<file path="src/rtl/traffic_lights_cmd_seq.sv">
// traffic_lights_cmd_seq: turns host START/STOP/RECONFIG requests into traffic_lights cmd_type/cmd_valid/cmd_data.
// Define TL_CMD_SEQ_SKIP_UNCHANGED_EN to skip phase-time writes whose value matches the last one written.
module traffic_lights_cmd_seq #(
   parameter int GAP_CYC       = 2,
   parameter int MODE_HOLD_CYC = 32
) (
   input  logic        clk_i,
   input  logic        rst_i,
   input  logic        req_valid_i,
   output logic        req_ready_o,
   input  logic [1:0]  req_op_i,
   input  logic [15:0] req_red_i,
   input  logic [15:0] req_yellow_i,
   input  logic [15:0] req_green_i,
   output logic [2:0]  cmd_type_o,
   output logic        cmd_valid_o,
   output logic [15:0] cmd_data_o,
   output logic        running_o,
   output logic        err_o
);
   localparam logic [1:0] OP_START = 2'd0, OP_STOP = 2'd1;
   typedef enum logic [3:0] {S_IDLE, S_HOLD, S_PULSE, S_GAP, S_WR_G, S_WR_R, S_WR_Y, S_RESUME, S_ACK} state_t;
   state_t r_state, w_next;
   logic [1:0]  r_op, r_stage;
   logic [15:0] r_red, r_yel, r_grn, r_cnt;
   logic        r_running, r_err;
   logic        w_accept, w_bad, w_cnt_done, w_need_g, w_need_r, w_need_y;
   state_t      w_from_g, w_from_r, w_from_y;

   assign w_accept    = req_valid_i && (r_state == S_IDLE);
   assign w_bad       = (req_op_i == 2'd3) ||
                        ((req_op_i != OP_STOP) && (req_red_i == '0 || req_yellow_i == '0 || req_green_i == '0));
   assign w_cnt_done  = (r_state == S_HOLD) ? (r_cnt == 16'(MODE_HOLD_CYC - 1)) : (r_cnt == 16'(GAP_CYC - 1));
   assign req_ready_o = (r_state == S_IDLE);
   assign running_o   = r_running;
   assign err_o       = r_err;

`ifdef TL_CMD_SEQ_SKIP_UNCHANGED_EN
   logic [15:0] r_sh_r, r_sh_y, r_sh_g;
   assign w_need_g = (r_grn != r_sh_g);
   assign w_need_r = (r_red != r_sh_r);
   assign w_need_y = (r_yel != r_sh_y);
   always_ff @(posedge clk_i or posedge rst_i) begin
      if (rst_i) begin
         r_sh_r <= '0;
         r_sh_y <= '0;
         r_sh_g <= '0;
      end else begin
         if (r_state == S_WR_G) r_sh_g <= r_grn;
         if (r_state == S_WR_R) r_sh_r <= r_red;
         if (r_state == S_WR_Y) r_sh_y <= r_yel;
      end
   end
`else
   assign w_need_g = 1'b1;
   assign w_need_r = 1'b1;
   assign w_need_y = 1'b1;
`endif

   // Write chain in fixed G, R, Y order; skipped writes fall through to the next one.
   assign w_from_y = w_need_y ? S_WR_Y : S_RESUME;
   assign w_from_r = w_need_r ? S_WR_R : w_from_y;
   assign w_from_g = w_need_g ? S_WR_G : w_from_r;

   always_ff @(posedge clk_i or posedge rst_i) begin
      if (rst_i) r_state <= S_IDLE;
      else       r_state <= w_next;
   end

   always_comb begin
      w_next      = r_state;
      cmd_valid_o = 1'b0;
      cmd_type_o  = 3'd0;
      cmd_data_o  = '0;
      unique case (r_state)
         S_IDLE: if (req_valid_i)
            w_next = w_bad ? S_ACK :
                     (req_op_i == OP_START) ? (r_running ? S_ACK : S_PULSE) :
                     (req_op_i == OP_STOP)  ? (r_running ? S_HOLD : S_ACK) :
                     (r_running ? S_HOLD : S_PULSE);
         S_HOLD: begin
            cmd_valid_o = 1'b1;
            cmd_type_o  = (r_op == OP_STOP) ? 3'd1 : 3'd2;
            if (w_cnt_done) w_next = (r_op == OP_STOP) ? S_IDLE : S_GAP;
         end
         S_PULSE: begin
            cmd_valid_o = 1'b1;
            w_next      = S_GAP;
         end
         S_GAP: if (w_cnt_done)
            w_next = (r_stage == 2'd0) ? w_from_g : (r_stage == 2'd1) ? w_from_r :
                     (r_stage == 2'd2) ? w_from_y : S_RESUME;
         S_WR_G: begin
            cmd_valid_o = 1'b1;
            cmd_type_o  = 3'd3;
            cmd_data_o  = r_grn;
            w_next      = S_GAP;
         end
         S_WR_R: begin
            cmd_valid_o = 1'b1;
            cmd_type_o  = 3'd4;
            cmd_data_o  = r_red;
            w_next      = S_GAP;
         end
         S_WR_Y: begin
            cmd_valid_o = 1'b1;
            cmd_type_o  = 3'd5;
            cmd_data_o  = r_yel;
            w_next      = S_GAP;
         end
         S_RESUME: begin
            cmd_valid_o = 1'b1;
            w_next      = S_IDLE;
         end
         default: w_next = S_IDLE;
      endcase
   end

   always_ff @(posedge clk_i or posedge rst_i) begin
      if (rst_i) begin
         r_op      <= '0;
         r_red     <= '0;
         r_yel     <= '0;
         r_grn     <= '0;
         r_cnt     <= '0;
         r_stage   <= '0;
         r_running <= 1'b0;
         r_err     <= 1'b0;
      end else begin
         if (w_accept) begin
            r_op  <= req_op_i;
            r_red <= req_red_i;
            r_yel <= req_yellow_i;
            r_grn <= req_green_i;
         end
         r_err <= w_accept && w_bad;
         r_cnt <= (w_next == r_state) ? r_cnt + 16'd1 : '0;
         if (w_next == S_GAP && r_state != S_GAP)
            r_stage <= (r_state == S_WR_G) ? 2'd1 : (r_state == S_WR_R) ? 2'd2 : (r_state == S_WR_Y) ? 2'd3 : 2'd0;
         if (w_next == S_RESUME)
            r_running <= 1'b1;
         else if (w_accept && w_next == S_HOLD && req_op_i == OP_STOP)
            r_running <= 1'b0;
      end
   end
endmodule
</file>
<file path="config.mk">
export PLATFORM = sky130hd
export DESIGN_NAME = traffic_lights_cmd_seq
export DESIGN_NICKNAME = d
export VERILOG_FILES = /design/src/rtl/traffic_lights_cmd_seq.sv
export SDC_FILE = /design/constraint.sdc
export NUM_CORES = 1
export LEC_CHECK = 0
export BUFFER_PORTS_ARGS = -buffer_cell sky130_fd_sc_hd__buf_2
export CAP_MARGIN = 40
export CORE_MARGIN = 8
export CORE_UTILIZATION = 49
export CTS_CLUSTER_DIAMETER = 80
export CTS_CLUSTER_SIZE = 14
export DETAILED_ROUTE_END_ITERATION = 16
export PLACE_DENSITY = 0.75
export SYNTH_ARGS = -nofsm -noshare
export SYNTH_HDL_FRONTEND = slang
export SYNTH_SLANG_ARGS = --single-unit
</file>
<file path="constraint.sdc">
create_clock -name clk_i -period 2.2 [get_ports clk_i]
set_input_delay 0.33 -clock clk_i [delete_from_list [all_inputs] [get_ports clk_i]]
set_output_delay 0.33 -clock clk_i [all_outputs]
set_load 0.005 [all_outputs]
</file>
==> metrics.md <==
| Metric | Value |
|---|---|
| Core area | `7290 sq um` |
| Initial DRC Count | `167` |
| CP top delay family | `simple AND/OR/NAND/NOR gates` |
| Critical Path, Cell by Cell | `buf_6 > or2b_4 > nor3b_4 > buf_6 > a22oi_1 > nand2_1 > buf_2` |
| GP Congestion | `0.842` |
| Total Neg Setup Slack | `-0.159 ns` |
| Synth top area share | `0.501` |
| Most frequent CP cell | `buf_6` |
| Multi-input logic area | `1780 sq um` |
| Failing checks | `negative setup slack` |
| Final cell utilization of the core | `0.628` |
| Avg WL per Cell | `around 18 microns` |
| Filler instances | `600` |
| Unrepaired setup endpoints after global routing | `true` |
| Power density cells | `1180 nW/um^2` |
| Final worst setup slack | `-0.0266 ns` |
| Critical Path RT | `approximately 1.9 ns` |
| Clock-pin slew on the worst setup and hold paths | `0.08 ns` |
| Critical Path Slowest Stage Cell | `dfrtp_1` |
| Initial Utilization | `0.507` |
| Row cnt | `31` |
| Worst slew pin tran | `approximately 0.62 ns` |
| Most common flop cell mapped by yosys | `dfrtp_1` |
| Initial antenna violation count | `0` |
| CTS root buf | `clkbuf_8` |
| Fin crit period | `2.23 ns` |
| Sequential-to-total area share from yosys stat | `0.501` |
| Overflow after GRT | `0` |
| Synth Instances | `321` |
| Dpl hpwl | `6720 microns` |
| Overall die area | `10600 sq um` |
| Drt pass-1 iters | `4` |
| Critical Path End Type | `output pin` |
| Syn_nets | `between 300 and 400` |
| Area of the mapped netlist | `roughly 3700 sq um` |
| Via Count | `2836` |
| Yosys Warn Count | `0` |
| Hold crit path type | `input port to async pin` |
| Max Fanout on Critical Path | `5` |
| Area leader, netlist | `dfrtp_1` |
| Die Y-Extent | `103 microns` |
| Num ports | `76` |
| Worst skew pair latency | `approximately 0.35 ns` |
| Sink Count | `between 70 and 80` |
| WP data arrival | `1.90 ns` |
| Hold Vio Cnt, Final | `0` |
| Worst path buffer plus inverter count | `3` |
| Crit share post-route | `1.01` |
| Synth area leaders | `dfrtp_1 50%, mux2_2 15%, nand2_1 4.1%` |
| Port Buf Inserts | `75` |
| #FFs+latches synth | `74` |
| Final WL | `9140 microns` |
| Avg Inst Size Synth | `11.5 sq um` |
| Ys async rst share | `1.00` |
| Cts bufs inserted | `9` |
| Synth cell types | `55` |
| First-pass GRT wire length | `about 15000 microns` |
| Pleak | `2.12 nW` |
| Via density | `between 5 and 6` |
| Rel. slew slack | `0.589` |
| CTS tree | `done` |
| Number of global-route vias before repair | `2966` |
| Pin count of the biggest net entering global routing | `48` |
| Worst VDD drop | `0.672 mV` |
| Post-synth EDFFs | `0` |
| Ratio of cells with drive above 1 in the final layout | `0.457` |
| Final ANT Viol Nets | `0` |
| Diodes inserted | `0` |
| Total power | `roughly 5.4 mW` |
| Residual DRC | `0` |
| Max Clock Freq | `0.449 GHz` |
| Clk_skew | `about 0.018 ns` |
| Status | `finished with violations` |
| Setup crit start kind | `flip-flop` |
| Setup Crit Path Kind | `flip-flop to output pin` |
| Horiz. Die Dim | `103 microns` |
| Max Slew Vio Count | `0` |
| FF+latch area | `1850 sq um` |
| Bufs on Longest Clock Path | `2` |
| CTS Hold Bufs | `0` |
| H-tree depth | `3` |
| Gr usage total | `0.183` |
| Final Net Count | `roughly 470` |
| Final setup fails | `11` |
| Crit-path max cell delay | `~0.4 ns` |
| P&R area growth vs syn | `23.9%` |
| Max Cap Viol | `0` |
[final timing paths]
path,from,endpoint,slack (ns),cells after the start
max in group asynchronous,rst_i,r_grn[3],1.51,3
min,rst_i,r_cnt[2],0.06,2
max reg2reg,r_state[3],running_o,0.03,7
min in group clk_i,req_yellow_i[0],r_yel[0],0.22,2
max,r_state[3],cmd_data_o[2],-0.03,7
min reg2reg,r_stage[0],r_stage[0],0.51,1
[state kept, by name, summed over array words and instances, names as in the netlist]
name,count
r_state,4
r_cnt,16
err_o,1
r_stage,2
r_yel,16
r_grn,16
r_red,16
r_op,2
running_o,1
[per-stage QoR]
step                instances  hold slack [ns]  setup WS [ns]  instance area, sq um
floorplan                 321            0.448          0.126                  3700
global placement          497            0.442          0.233                  4270
detailed placement        497            0.436          0.166                  4270
CTS                       519           0.0600        -0.0594                  4550
global route              519            0.103         -0.102                  4580
finish                    519           0.0564        -0.0266                  4580
[placed cells by master, fill, tap and decap left out, types with 9 or more instances in the layout]
master / count
nand2_1: 40
nor4_1: 15
buf_2: 75
xnor2_1: 9
mux2_2: 50
a22oi_1: 13
dfrtp_1: 74
nor2_1: 14
buf_4: 13
clkbuf_8: 9
[cells by family (layout without fill, tap and decap cells)]
| family | count (synthesis) | after routing | synth area share |
|---|---|---|---|
| compound gates | 37 | 37 | 0.0792 |
| xor+xnor | 15 | 15 | 0.0356 |
| fa+ha+maj | 1 | 1 | 0.00339 |
| buf+inv | 19 | 118 | 0.0284 |
| flops | 74 | 74 | 0.501 |
| mux | 51 | 51 | 0.155 |
| simple gates | 124 | 124 | 0.197 |
[per-layer routing]
layer  track usage  up-vias  wire length (microns)
li1              -     1347                      -
met1         0.241     1383                   4010
met2         0.282       97                   4260
met3        0.0547        9                    759
met4        0.0590        0                    120
met5             0        -                      0
[what timing repair did]
item / CTS / global route
pin swaps: 15 / 5
buffers inserted: 4 / 0
endpoints found under the setup margin: 17 / 29
gates resized for setup: 10 / 6
endpoints found under the hold margin: 0 / 0
gates cloned: 2 / 0
[power breakdown]
part           total [mW]  leakage, nW  internal (mW)  switching, mW
sequential           2.23        0.922           1.90          0.330
combinational        2.11         1.09           1.07           1.04
clock                1.06        0.100          0.533          0.528
[synthesized netlist by cell type, drive strengths merged, types with 3 or more instances]
| cell type | n |
|---|---|
| xor2 | 6 |
| nor3 | 6 |
| nor2 | 24 |
| and4 | 3 |
| xnor2 | 9 |
| nand2 | 41 |
| buf | 11 |
| a22oi | 16 |
| nand4 | 5 |
| inv | 6 |
| nand2b | 3 |
| and2 | 3 |
| mux2 | 50 |
| dfrtp | 74 |
| a21oi | 3 |
| a21o | 3 |
| nor4 | 16 |
| nand3 | 7 |
[area by class of cell]
class                           count  area share
Sequential cell                    74       0.405
Multi-Input combinational cell    228       0.390
Timing Repair Buffer               96       0.129
Clock buffer                        9      0.0271
Tap cell                           99      0.0271
Clock inverter                      7      0.0169
Inverter                            6     0.00574
(Power assumes the default switching activity.)
